**config.mk**
```make
export PLATFORM = sky130hd
export DESIGN_NAME = register_file_sb
export DESIGN_NICKNAME = d
export VERILOG_FILES = /design/src/rtl/register_file_sb.sv
export SDC_FILE = /design/constraint.sdc
export NUM_CORES = 2
export LEC_CHECK = 0
export CAP_MARGIN = 20
export CELL_PAD_IN_SITES_DETAIL_PLACEMENT = 0
export CELL_PAD_IN_SITES_GLOBAL_PLACEMENT = 1
export CORE_MARGIN = 2
export CORE_UTILIZATION = 53
export CTS_CLUSTER_DIAMETER = 80
export CTS_CLUSTER_SIZE = 40
export DETAILED_ROUTE_END_ITERATION = 7
export GPL_ROUTABILITY_DRIVEN = 0
export PLACE_DENSITY = 0.77
export SETUP_SLACK_MARGIN = 0.2
export SLEW_MARGIN = 10
export SYNTH_ARGS = -nofsm -noshare
export SYNTH_HDL_FRONTEND = slang
export SYNTH_SLANG_ARGS = --single-unit
```
**constraint.sdc**
```tcl
create_clock -name Clock -period 41.2 [get_ports Clock]
set_input_delay 6.18 -clock Clock [delete_from_list [all_inputs] [get_ports Clock]]
set_output_delay 6.18 -clock Clock [all_outputs]
set_load 0.01 [all_outputs]
```
**src/rtl/register_file_sb.sv**
```systemverilog
// DLX register file: two combinational read ports, one write port, and a per-register
// busy scoreboard that lets decode stall on results still in flight.
module register_file_sb #(
    parameter int DATA_WIDTH = 32,
    parameter int ADDR_WIDTH = 5,
    parameter int ZERO_REG   = 1,
    parameter int BYPASS     = 1,
    parameter int INIT_INDEX = 1
) (
    input  logic                  Clock,
    input  logic                  Reset,
    input  logic [ADDR_WIDTH-1:0] ReadAddr1,
    input  logic [ADDR_WIDTH-1:0] ReadAddr2,
    output logic [DATA_WIDTH-1:0] ReadData1,
    output logic [DATA_WIDTH-1:0] ReadData2,
    output logic                  Busy1,
    output logic                  Busy2,
    input  logic [ADDR_WIDTH-1:0] WriteAddr,
    input  logic [DATA_WIDTH-1:0] WriteData,
    input  logic                  RegWrite,
    input  logic [ADDR_WIDTH-1:0] ReserveAddr,
    input  logic                  Reserve,
    output logic [ADDR_WIDTH:0]   BusyCount
);
    localparam int DEPTH = 1 << ADDR_WIDTH;

    logic [DATA_WIDTH-1:0] regFile [DEPTH];
    logic [DEPTH-1:0]      busyReg;
    logic [DEPTH-1:0]      busyNext;
    logic                  writeAllowed;

    logic [ADDR_WIDTH-1:0] portAddr [2];
    logic [DATA_WIDTH-1:0] portData [2];
    logic                  portBusy [2];

    function automatic logic [ADDR_WIDTH:0] countOnes(input logic [DEPTH-1:0] v);
        logic [ADDR_WIDTH:0] c;
        c = '0;
        for (int i = 0; i < DEPTH; i++) begin
            c = c + {{ADDR_WIDTH{1'b0}}, v[i]};
        end
        return c;
    endfunction

    assign writeAllowed = RegWrite && !(ZERO_REG != 0 && WriteAddr == '0);

    // Per-register scoreboard update: a new reservation supersedes a same-edge release.
    for (genvar gi = 0; gi < DEPTH; gi++) begin : g_busy
        logic setBit;
        logic clrBit;
        assign setBit = Reserve && ReserveAddr == ADDR_WIDTH'(gi) && !(ZERO_REG != 0 && gi == 0);
        assign clrBit = RegWrite && WriteAddr == ADDR_WIDTH'(gi);
        assign busyNext[gi] = setBit | (busyReg[gi] & ~clrBit);
    end

    always_ff @(posedge Clock or posedge Reset) begin
        if (Reset) begin
            for (int i = 0; i < DEPTH; i++) begin
                regFile[i] <= (INIT_INDEX != 0) ? DATA_WIDTH'(i) : '0;
            end
            busyReg <= '0;
        end else begin
            if (writeAllowed) begin
                regFile[WriteAddr] <= WriteData;
            end
            busyReg <= busyNext;
        end
    end

    assign BusyCount = countOnes(busyReg);

    assign portAddr[0] = ReadAddr1;
    assign portAddr[1] = ReadAddr2;

    for (genvar gi = 0; gi < 2; gi++) begin : g_read
        always_comb begin
            portData[gi] = regFile[portAddr[gi]];
            if (BYPASS != 0 && writeAllowed && WriteAddr == portAddr[gi]) begin
                portData[gi] = WriteData;
            end
            if (ZERO_REG != 0 && portAddr[gi] == '0) begin
                portData[gi] = '0;
            end
        end

        // A value being forwarded this cycle is no longer pending, unless it is re-reserved.
        always_comb begin
            portBusy[gi] = busyReg[portAddr[gi]];
            if (BYPASS != 0 && RegWrite && WriteAddr == portAddr[gi]
                && !(Reserve && ReserveAddr == portAddr[gi])) begin
                portBusy[gi] = 1'b0;
            end
        end
    end

    assign ReadData1 = portData[0];
    assign ReadData2 = portData[1];
    assign Busy1     = portBusy[0];
    assign Busy2     = portBusy[1];
endmodule

```
==> impl_metrics.env <==
export IMPL_final_max_slew_violation_count=0
export IMPL_power_density_over_the_cells_mw_per_mm2=52.40
export IMPL_post_layout_total_power_uw=3259
export IMPL_static_leakage_power_uw=0.02646
export IMPL_grt_util_met3_pct=7.807
export IMPL_port_buffers=127
export IMPL_final_net_count=4047
export IMPL_yosysTopAreaCellShare_pct=42.07
export IMPL_vias_in_the_first_global_route=38740
export IMPL_r2r_start="busyReg[15]"
export IMPL_yosys_warnings=0
export IMPL_achievable_frequency_ghz=0.05911
export IMPL_synth_to_final_area_change_pct=7.133
export IMPL_groute_layer_met2_usage_pct=54.20
export IMPL_mappedNetlistNets=4191
export IMPL_crit_family="buffers and inverters"
export IMPL_start_kind="primary input"
export IMPL_drt_total_wl_um=199800
export IMPL_path_common_cell="sky130_fd_sc_hd__buf_4"
export IMPL_ant_nets=0
export IMPL_synth_top_cells_by_area="sky130_fd_sc_hd__dfrtp_1 42%, sky130_fd_sc_hd__mux2_2 21%, sky130_fd_sc_hd__mux4_2 16%"
export IMPL_die_area_mm2=0.1122
export IMPL_timing_slew_headroom_pct=19.42
export IMPL_grt_util_all_layers_pct=35.84
export IMPL_synth_edf_count=0
export IMPL_clock_tree_root_cell="sky130_fd_sc_hd__clkbuf_16"
export IMPL_total_of_hold_buffers_inserted_after_clock_tree_synthesis=0
export IMPL_fp_dieW_um=335.0
export IMPL_detail_route_vias_per_cell=7.250
export IMPL_timing_final_ws_setup_ns=24.28
export IMPL_wire_per_inst_um=36.90
export IMPL_worst_path_cell_chain="buf_6, buf_4, buf_4, and2_2, buf_4, a221oi_1, o21ai_0, a21oi_1, o31a_1, clkdlybuf4s50_1"
export IMPL_hold_worst_slack_ns=0.4123
export IMPL_yosys_area_top_type="sky130_fd_sc_hd__dfrtp_1"
export IMPL_r2r_slack_ns=40.38
export IMPL_maxCapViolCount=0
export IMPL_start_util_pct=53.41
export IMPL_groute_layer_met1_usage_pct=48.99
export IMPL_antenna_found_initial=9
export IMPL_first_iter_violations=4752
export IMPL_tritoncts="done"
export IMPL_vdd_ir_drop_max_v=0.0002336
export IMPL_grt_first_pass_wirelength_um=288300
export IMPL_dp_slack_ns=24.40
export IMPL_detailedPlacementHpwl_um=114100
export IMPL_cp_slowest_cell="sky130_fd_sc_hd__buf_4"
export IMPL_clk_transition_reported_paths_ns=0.10
export IMPL_syn_area_mm2=0.05806
export IMPL_outcome="completed"
export IMPL_endpoint_kind="output port"
export IMPL_placeableCoreArea_mm2=0.1087
export IMPL_worst_clock_skew_ns=0
export IMPL_critPathLaunch="ReadAddr1[1]"
export IMPL_first_pass_iters=6
export IMPL_synth_most_common_cell="sky130_fd_sc_hd__mux2_2"
export IMPL_setup_viol_count_final=0
export IMPL_timing_worst_slew_pin_value_ns=1.200
export IMPL_timing_setup_critical_path_class="in2out"
export IMPL_yosysSeqAreaShare_pct=45.69
export IMPL_cp_buffers_inverters=5
export IMPL_final_min_clock_period_ns=16.92
export IMPL_syn_mean_instance_area_um2=14.15
export IMPL_fin_setup_tns_ns=0
export IMPL_timing_critical_path_required_ns=35.02
export IMPL_finalHoldViolations=0
export IMPL_cts_inserted_buffers=48
export IMPL_post_cts_resize_count=0
export IMPL_post_cts_setup_buffers=0
export IMPL_layout_drive_gt1_share_pct=45.93
export IMPL_arrival_ns=10.74
export IMPL_unrepaired_setup_endpoints_after_global_routing="no"
export IMPL_crit_path_max_incr_delay_ns=0.66
export IMPL_grt_start_max_net_pins=175
export IMPL_die_h_um=335.0
export IMPL_timing_hold_worst_start="regFile[999]"
export IMPL_globalRouteOverflowTotal=0
export IMPL_boundaryPins=128
export IMPL_vias=39260
export IMPL_ys_top_cells_by_count="1061 x sky130_fd_sc_hd__mux2_2, 976 x sky130_fd_sc_hd__dfrtp_1, 407 x sky130_fd_sc_hd__mux4_2, 219 x sky130_fd_sc_hd__clkbuf_1, 187 x sky130_fd_sc_hd__mux2i_1"
export IMPL_globalRoute_busiestLayer="met2"
export IMPL_max_clock_path_buffers=3
export IMPL_std_cell_rows=121
export IMPL_final_min_period_over_clock_period_pct=41.06
export IMPL_cts_htree_levels=2
export IMPL_postSynthRegisterBits=1056
export IMPL_clk_insertion_delay_late_ns=0.70
export IMPL_timing_hold_worst_class="reg2reg"
export IMPL_synth_cells=4104
export IMPL_route_detailed_drc=0
export IMPL_async_flop_share_pct=100.0
export IMPL_synth_cell_types=67
export IMPL_tritoncts_num_sinks=1056
export IMPL_crit_fanout=46
export IMPL_postSynth_topFlopCell="sky130_fd_sc_hd__dfrtp_1"
[path summary, 6_finish.rpt]
path                                  to  cells past startpoint
setup reg to reg             busyReg[15]                      2
hold reg to reg             regFile[999]                      0
min in group asynchronous   regFile[288]                      2
setup / recovery           ReadData1[30]                     10
max in group asynchronous   regFile[149]                      4
hold / removal              regFile[999]                      0
[worst reg2reg max path: stages, from the launching register on]
cell,delay [ns]
sky130_fd_sc_hd__dfrtp_1,0.46
sky130_fd_sc_hd__o21ai_0,0.12
sky130_fd_sc_hd__o21ai_0,0.13
[layer usage]
| layer | vias up | part of all wire [%] | wire length (um) |
|---|---|---|---|
| met1 | 21080 | 39 | 78420 |
| met2 | 2176 | 45 | 90790 |
| met3 | 545 | 9.4 | 18710 |
| met4 | 6 | 5.9 | 11840 |
| met5 | - | 0.019 | 38 |
| li1 | 15450 | - | - |
[metrics by stage]
step / utilization (%) / cell area, um2 / std cells
after floorplan: - / 58060 / 4104
after global placement: 55.24 / 60050 / 5317
after detailed placement: 55.24 / 60050 / 5317
after CTS: 57.08 / 62050 / 5404
after global routing: 57.22 / 62200 / 5413
final: 57.22 / 62200 / 5415
[where the power goes]
part	switching, uW	total [uW]	leakage (uW)	internal (uW)
Clock	430	693	0.000938	263
Sequential	152	1400	0.0133	1240
Combinational	518	1170	0.0122	653
Total	1100	3260	0.0265	2160
[placed cells by master, fill, tap and decap left out, types with 57 or more instances in the layout]
cell                              instances
sky130_fd_sc_hd__dfstp_2                 80
sky130_fd_sc_hd__nor3_1                  63
sky130_fd_sc_hd__mux4_2                 407
sky130_fd_sc_hd__nor2_1                  57
sky130_fd_sc_hd__o22ai_1                131
sky130_fd_sc_hd__mux2i_1                187
sky130_fd_sc_hd__mux2_2                1061
sky130_fd_sc_hd__o21ai_0                 71
sky130_fd_sc_hd__dfrtp_1                976
sky130_fd_sc_hd__clkdlybuf4s50_1        117
sky130_fd_sc_hd__buf_4                  121
[flip-flops by register name, summed over array words and instances (netlist names)]
register  cells
busyReg      32
regFile    1024
[layout make-up]
type	instances	area [um2]
antenna	4	10.01
fill	8848	46500
timing repair buffer	259	2425
sequential	1056	26530
multi-input combinational	2540	29260
inverter	55	214.0
clock inverter	36	732.0
clock buffer	51	1265
tap	1414	1769
[cell families after synthesis]
family / count (synthesis) / share of synthesized area [%]
buf+inv: 508 / 4.370
compound gates: 485 / 5.937
xor+xnor: 23 / 0.3470
mux: 1655 / 39.59
simple gates: 346 / 3.090
flops: 1056 / 45.69
fa+ha+maj: 31 / 0.9784
(Power assumes the default switching activity.)
